==> src/rtl/pipeline_hazard_ctrl.sv <==
// -----------------------------------------------------------------------------
// pipeline_hazard_ctrl
//
// Central hazard and stall sequencer for a 5-stage LEGv8 pipeline. It detects
// load-use hazards that forwarding cannot resolve and inserts one bubble for
// each. It flushes IF/ID and ID/EX on a taken branch. While data memory is not
// ready, it freezes the whole pipeline. It also keeps saturating statistics and
// a sticky memory-timeout flag.
//
// Ports
//   clk            pipeline clock. All state changes on the rising edge.
//   reset          asynchronous, active-low reset.
//   id_rn/id_rm    source registers of the instruction in ID.
//   id_uses_rn/rm  the ID instruction actually reads that source.
//   ex_mem_read    the EX instruction is a load (LDUR).
//   ex_rd          destination register of the EX instruction.
//   ex_br_taken    the branch in EX resolved taken this cycle.
//   mem_req        the MEM-stage instruction accesses data memory.
//   mem_ready      data memory completes the access this cycle.
//   pc_write       PC load enable.
//   if_id_write    IF/ID load enable.
//   pipe_hold      ID/EX and EX/MEM hold their contents.
//   id_ex_bubble   load NOP controls into ID/EX.
//   mem_wb_bubble  load NOP controls into MEM/WB.
//   if_id_flush    clear IF/ID.
//   id_ex_flush    clear ID/EX.
//   mem_err        sticky flag. Memory stayed busy for MEM_TIMEOUT cycles.
//   stall_cnt      saturating count of cycles with pc_write low.
//   flush_cnt      saturating count of branch flush cycles.
// -----------------------------------------------------------------------------
module pipeline_hazard_ctrl #(
    parameter int CNT_W       = 16,
    parameter int MEM_TIMEOUT = 64
) (
    input  logic             clk,
    input  logic             reset,
    input  logic [4:0]       id_rn,
    input  logic [4:0]       id_rm,
    input  logic             id_uses_rn,
    input  logic             id_uses_rm,
    input  logic             ex_mem_read,
    input  logic [4:0]       ex_rd,
    input  logic             ex_br_taken,
    input  logic             mem_req,
    input  logic             mem_ready,
    output logic             pc_write,
    output logic             if_id_write,
    output logic             pipe_hold,
    output logic             id_ex_bubble,
    output logic             mem_wb_bubble,
    output logic             if_id_flush,
    output logic             id_ex_flush,
    output logic             mem_err,
    output logic [CNT_W-1:0] stall_cnt,
    output logic [CNT_W-1:0] flush_cnt
);

    localparam int WAIT_W = $clog2(MEM_TIMEOUT + 1);
    localparam logic [WAIT_W-1:0] WAIT_MAX  = WAIT_W'(MEM_TIMEOUT);
    localparam logic [WAIT_W-1:0] WAIT_LAST = WAIT_W'(MEM_TIMEOUT - 1);

    typedef enum logic {
        ST_RUN      = 1'b0,
        ST_MEM_WAIT = 1'b1
    } state_e;

    state_e            state_q, state_d;
    logic [WAIT_W-1:0] wait_cnt_q, wait_cnt_d;
    logic              mem_err_q, mem_err_d;
    logic [CNT_W-1:0]  stall_cnt_q, stall_cnt_d;
    logic [CNT_W-1:0]  flush_cnt_q, flush_cnt_d;

    // Hazard conditions, evaluated every cycle in either state.
    logic mem_wait;
    logic load_use;
    logic br_flush;

    assign mem_wait = mem_req && !mem_ready;

    // X31 reads as zero (XZR), so a load targeting it never feeds a consumer.
    assign load_use = ex_mem_read && (ex_rd != 5'd31) &&
                      ((id_uses_rn && (id_rn == ex_rd)) ||
                       (id_uses_rm && (id_rm == ex_rd)));

    // A memory wait holds EX, so the branch is acted on once memory completes.
    assign br_flush = ex_br_taken && !mem_wait;

    // ---------------------------------------------------------------- state
    // NOTE: sequential state is written with non-blocking assignments only.
    // Therefore every flop samples the values from before the edge, whatever
    // order the statements appear in.
    always_ff @(posedge clk or negedge reset) begin
        if (!reset) begin
            state_q     <= ST_RUN;
            wait_cnt_q  <= '0;
            mem_err_q   <= 1'b0;
            stall_cnt_q <= '0;
            flush_cnt_q <= '0;
        end else begin
            state_q     <= state_d;
            wait_cnt_q  <= wait_cnt_d;
            mem_err_q   <= mem_err_d;
            stall_cnt_q <= stall_cnt_d;
            flush_cnt_q <= flush_cnt_d;
        end
    end

    // ----------------------------------------------------------- next state
    always_comb begin
        // NOTE: default first, so that every path assigns the signal and no
        // latch is inferred.
        state_d = state_q;
        unique case (state_q)
            ST_RUN:      if (mem_wait)  state_d = ST_MEM_WAIT;
            ST_MEM_WAIT: if (!mem_wait) state_d = ST_RUN;
            default:     state_d = ST_RUN;
        endcase
    end

    // ------------------------------------------------------------- outputs
    // The control outputs are identical in both states. Only the live wait
    // condition matters, so reset and RUN produce the same defaults.
    always_comb begin
        pc_write      = 1'b1;
        if_id_write   = 1'b1;
        pipe_hold     = 1'b0;
        id_ex_bubble  = 1'b0;
        mem_wb_bubble = 1'b0;
        if_id_flush   = 1'b0;
        id_ex_flush   = 1'b0;
        if (mem_wait) begin
            pc_write      = 1'b0;
            if_id_write   = 1'b0;
            pipe_hold     = 1'b1;
            mem_wb_bubble = 1'b1;
        end else if (br_flush) begin
            // The PC keeps loading so that it takes the branch target. Any
            // load-use hazard is moot because the ID instruction is squashed.
            if_id_flush = 1'b1;
            id_ex_flush = 1'b1;
        end else if (load_use) begin
            pc_write     = 1'b0;
            if_id_write  = 1'b0;
            id_ex_bubble = 1'b1;
        end
    end

    // --------------------------------------------- wait counter and stats
    always_comb begin
        wait_cnt_d  = '0;
        mem_err_d   = mem_err_q;
        stall_cnt_d = stall_cnt_q;
        flush_cnt_d = flush_cnt_q;

        // Each edge taken with memory still busy counts as one wait cycle.
        // The flag sets on the edge where the count reaches MEM_TIMEOUT.
        if (state_d == ST_MEM_WAIT) begin
            wait_cnt_d = (wait_cnt_q == WAIT_MAX) ? wait_cnt_q : wait_cnt_q + 1'b1;
            if (wait_cnt_q >= WAIT_LAST) mem_err_d = 1'b1;
        end

        if (!pc_write && (stall_cnt_q != '1)) stall_cnt_d = stall_cnt_q + 1'b1;
        if (br_flush && (flush_cnt_q != '1))  flush_cnt_d = flush_cnt_q + 1'b1;
    end

    assign mem_err   = mem_err_q;
    assign stall_cnt = stall_cnt_q;
    assign flush_cnt = flush_cnt_q;

endmodule
==> config.mk <==
export PLATFORM = sky130hd
export DESIGN_NAME = pipeline_hazard_ctrl
export DESIGN_NICKNAME = d
export VERILOG_FILES = /design/src/rtl/pipeline_hazard_ctrl.sv
export SDC_FILE = /design/constraint.sdc
export NUM_CORES = 1
export LEC_CHECK = 0
export ABC_AREA = 1
export BUFFER_PORTS_ARGS = -buffer_cell sky130_fd_sc_hd__buf_4
export CAP_MARGIN = 40
export CORE_ASPECT_RATIO = 0.6
export CORE_MARGIN = 2
export CORE_UTILIZATION = 40
export CTS_CLUSTER_DIAMETER = 40
export CTS_CLUSTER_SIZE = 12
export DETAILED_ROUTE_END_ITERATION = 8
export GPL_ROUTABILITY_DRIVEN = 0
export GPL_TIMING_DRIVEN = 0
export PLACE_DENSITY = 0.6
export SYNTH_ARGS = -nofsm -noshare
export SYNTH_HDL_FRONTEND = slang
export SYNTH_SLANG_ARGS = --single-unit
export TNS_END_PERCENT = 10
==> constraint.sdc <==
create_clock -name clk -period 1.7 [get_ports clk]
set_input_delay 0 -clock clk [delete_from_list [all_inputs] [get_ports clk]]
set_output_delay 0 -clock clk [all_outputs]
set_load 0.01 [all_outputs]
## Word-level counts from Yosys, hierarchy flattened

Index checks and enable logic that the tools add are counted.
Widths: inputs -> output; s select.

- Add/subtract/negate cells: 3
- Equality and inequality tests: 7
- Multiplexer cells: 11
- Reduce and logical (&&, ||, !) cells: 13
- $lt $le $gt $ge: 1

Operators with widths:

| kind | count |
|---|---|
| $add 16x1->16 const B | 2 |
| $ne 16x16->1 const B | 2 |
| $mux 7 | 2 |
| $eq 5x5->1 | 2 |
| $mux 1 | 9 |
| $logic_and 1x1->1 | 8 |
| $add 7x1->7 const B | 1 |
| $eq 7x7->1 const B | 1 |
| $ge 7x6->1 const B | 1 |
| $ne 5x5->1 const B | 1 |
| $logic_not 1->1 | 3 |
| $ne 2x2->1 const B | 1 |
| $reduce_and 2->1 | 1 |
| $logic_or 1x1->1 | 1 |

- Output and inout port bits: 40
- Bits of input ports: 23
- Bits in registers: 40
- Word-level logic and storage cells: 39

## Depth between registers and ports, before layout

- Depth after elaboration: 9
- Gate-level depth with buffers: 12
- Mapped depth without buffers: 11

## Worst setup path before layout

No wires, ideal clock.

- Path type: register -> register
- Start point: register stall_cnt_q[0] (netlist: stall_cnt[0])
- End point: register stall_cnt_q[3] (netlist: stall_cnt[3])
- Cell stages (with the launch flop): 8
- Buffers on the path: 1
- Setup time: 0.117 ns
- Clock period less this slack: 1.543 ns
- Arrival time: 1.426 ns
- Required time: 1.583 ns
- Setup slack: 0.157 ns
- Path through: dfrtp_1 -> ha_1 -> nand3_2 -> nor3_2 -> nand3_2 -> buf_2 -> nand3_1 -> nand2_1

- Cells in the longest elaborated chain, start to end: 2
- Elaborated cells between the ends (all ways): 3
- Classes of those cells: add/sub (1); eq/ne (1); reduce/logical (1)

Ends and longest elaborated chain:

| item | line | source |
|---|---|---|
| start: declaration | 70 | `logic [CNT_W-1:0] stall_cnt_q, stall_cnt_d;` |
| start signal: assignment | 103 | `stall_cnt_q <= stall_cnt_d;` |
| branches (longest 2 deep; another with $add 16x1->16) | n/a |  |

Several ways; the timed one is not identified.
A chain may end at the register's enable or synchronous reset.

## Worst setup path after layout

- Start point: register stall_cnt_q[1] (netlist: stall_cnt[1])
- End point: register stall_cnt_q[6] (netlist: stall_cnt[6])

Same word-level chain as after synthesis.

==> flow_summary.ini <==
[power_and_ir_drop]
total_power_mw = 2.59
switching_power_mw = 0.826
peakVddDrop_uv = 447
p_comb_share_pct = 26.8
p_per_area_mw_per_mm2 = 811
power_frac_seq_pct = 47.4
pwr-share-clk_pct = 25.8
intPower_mw = 1.77
switching_share_pct = 31.9
power_leakage_nw = 1.70

[logic_synthesis]
ys_types = 25
synth_compound_area_share_pct = 1.75
synth-seq-cells = 40
syn_inst = 330
yosys.area_share.adder_pct = 2.06
synth_area_mm2 = 0.00243
syn_area_per_cell_um2 = 7.36
yosysWarnings = 0
synth-simple-area-share_pct = 36.1
synth_xor_area_share_pct = 10.5
ys_seq_area_share_pct = 41.2
synth.area.mux_share_pct = 0
syn-num-nets = 357
synth_top_family_by_area = simple AND/OR/NAND/NOR gates

[drt]
vias = 2273
drc = 0
vias_per_cell = 4.67
detail-route-antenna-nets = 0
wl_per_cell_um = 11.9
first_iter_violations = 131
routed_wl_um = 5810
drt_pass1_iterations = 4

[global_routing]
grt_pass1_vias = 2015
grt_max_degree = 41
antenna_found_initial = 0
grt_overflow = 0
track_usage_pct = 18.4
grt_pass1_wl_um = 9870

[floorplanning]
die_width_um = 105
die_h_um = 64.4
rows = 21
ioPinCount = 63
dieArea_mm2 = 0.00673
start_util_pct = 42.4
design.core.area_mm2 = 0.00573

[sta]
hold_viol = 0
final.min_clock_period_ns = 1.59
fin_crit_sh_pct = 93.6
drv_slew = 0
max_freq_mhz = 628
holdWs_ns = 0.0163
max-slew-margin-rel_pct = 66.0
setup_viol = 0
finClkSkew_ns = 0.00558
tightest_slew_ns = 0.511

[worst_setup_path]
crit_path_start_kind = flop
critPathArrivalTime_ns = 1.77
r2r_slack_ns = 0.11
cp-end-kind = flop
cp_max_fo = 10
critPathKind = reg2reg
worstPathRequired_ns = 1.88

[finish]
drive_gt1_share_pct = 24.3
antenna_cells = 0
layout.nets = 433
final_cell_area_mm2 = 0.00320
synthToLayoutAreaGrowth_pct = 31.6

[placed_design]
hpwlAfterDp_um = 4340
portBuffers = 62
post_dp_cell_area_mm2 = 0.00299

[clocking]
cts.sinks = 40
htreeDepth = 2
cts.reportedPaths.clkPinSlew_ns = 0.08
cts_root_buf = clkbuf_8
cts_buffers = 5
cts_tree = built
clockBufferDepth = 2
worstSkewPairLatency_ns = 0.29

[job]
drv_cap = 0

[min_path]
worstHoldPathType = in2reg

[status]
run_status = finished clean
==> per-stage QoR <==
stage | util (%) | instances | setup TNS (ns) | worst slack, ns
6_report | 55.8 | 487 | 0 | 0.108
5_1_grt | 55.8 | 487 | -0.167 | -0.0368
3_3_place_gp | 52.3 | 472 | -0.400 | -0.0518
2_1_floorplan | - | 330 | 0 | 0.157
4_1_cts | 54.3 | 481 | 0 | 0.0131
3_5_place_dp | 52.3 | 472 | -0.240 | -0.0486
==> synthesized netlist by cell type (all sizes together) <==
cell type	count	area share [%]
o21bai	1	0.31
o21ai	5	1.0
nor2	39	6.5
buf	6	1.9
xor2	18	6.5
inv	42	6.5
nand3	33	7.2
nor3b	1	0.31
dfrtp	40	41
nor3	12	2.7
xnor2	11	4.0
a21oi	2	0.41
and3	1	0.26
nand2	110	18
nand4	5	1.3
ha	4	2.1
==> per-layer routing <==
layer	share of wire (%)	wire length (um)	GRT usage [%]
met1	57	3330	29.8
met2	38	2210	23.8
met3	4.1	240	4.18
met4	0.47	27	4.33
met5	0	0	0
==> registers in the layout (all words and copies together), names as in the netlist <==
signal / cells
flush_cnt: 16
mem_err: 1
stall_cnt: 16
wait_cnt_q: 7
==> final cells by class <==
| type | count | area, um^2 |
|---|---|---|
| Buffer | 6 | 48.8 |
| Clock buffer | 7 | 86.3 |
| Clock inverter | 1 | 7.51 |
| Fill cell | 580 | 2530 |
| Inverter | 42 | 158 |
| Multi-Input combinational cell | 242 | 1270 |
| Sequential cell | 40 | 1000 |
| Tap cell | 80 | 100 |
| Timing Repair Buffer | 69 | 520 |
==> worst max-delay path: stages, from the launching register on <==
cell	delay [ns]
dfrtp_1	0.40
ha_2	0.23
nand3_4	0.13
nor3_4	0.19
nand3_4	0.16
buf_4	0.22
nand3_1	0.09
nand2_1	0.06
==> kinds of logic after synthesis <==
kind of cell	after synthesis
XOR/XNOR	29
flip-flops	40
adder cells (fa/ha/maj)	4
buffers and inverters	48
AND/OR/NAND/NOR	201
AO/OA/AOI/OAI	8
==> cell usage in the layout (no fill, tap or decap), types with 3 or more instances in the layout <==
cell type	instances
o21ai_0	5
xnor2_1	11
nor2_1	34
nand2_4	3
buf_4	73
nor2_4	3
dfrtp_1	39
nand4_1	5
nand3_1	30
nand2_1	106
nor3_1	11
xor2_1	18
inv_1	39
ha_1	3
inv_2	3
clkbuf_8	6
==> power groups by stage <==
| stage | sequential [mW] | clock [mW] | combinational, mW |
|---|---|---|---|
| floorplan | 1.27 | 0 | 0.277 |
| global placement | 1.24 | 0 | 0.626 |
| detailed placement | 1.24 | 0 | 0.637 |
| CTS | 1.22 | 0.700 | 0.642 |
| global route | 1.25 | 0.743 | 0.772 |
| finish | 1.23 | 0.669 | 0.695 |
==> worst paths after layout <==
check,endpoint,cells past startpoint,from
min in group asynchronous,flush_cnt[10]$_DFFE_PN0P_,2,reset
max in group asynchronous,stall_cnt[0]$_DFFE_PN0P_,2,reset
worst min-delay path,wait_cnt_q[3]$_DFFE_PN0P_,4,mem_ready
worst max register to register,stall_cnt[6]$_DFFE_PN0P_,7,stall_cnt[1]$_DFFE_PN0P_
worst min register to register,mem_err$_DFFE_PN0P_,1,mem_err$_DFFE_PN0P_
worst max-delay path,stall_cnt[6]$_DFFE_PN0P_,7,stall_cnt[1]$_DFFE_PN0P_
==> repair_timing <==
| item | 4_1_cts | 5_1_grt |
|---|---|---|
| buffers inserted | 0 | 6 |
| hold buffers | 1 | 0 |
| pin swaps | 0 | 1 |
| hold endpoints to repair | 40 | 0 |
| setup endpoints to repair | 16 | 24 |
| gates resized for setup | 3 | 11 |
(Power assumes the default switching activity.)
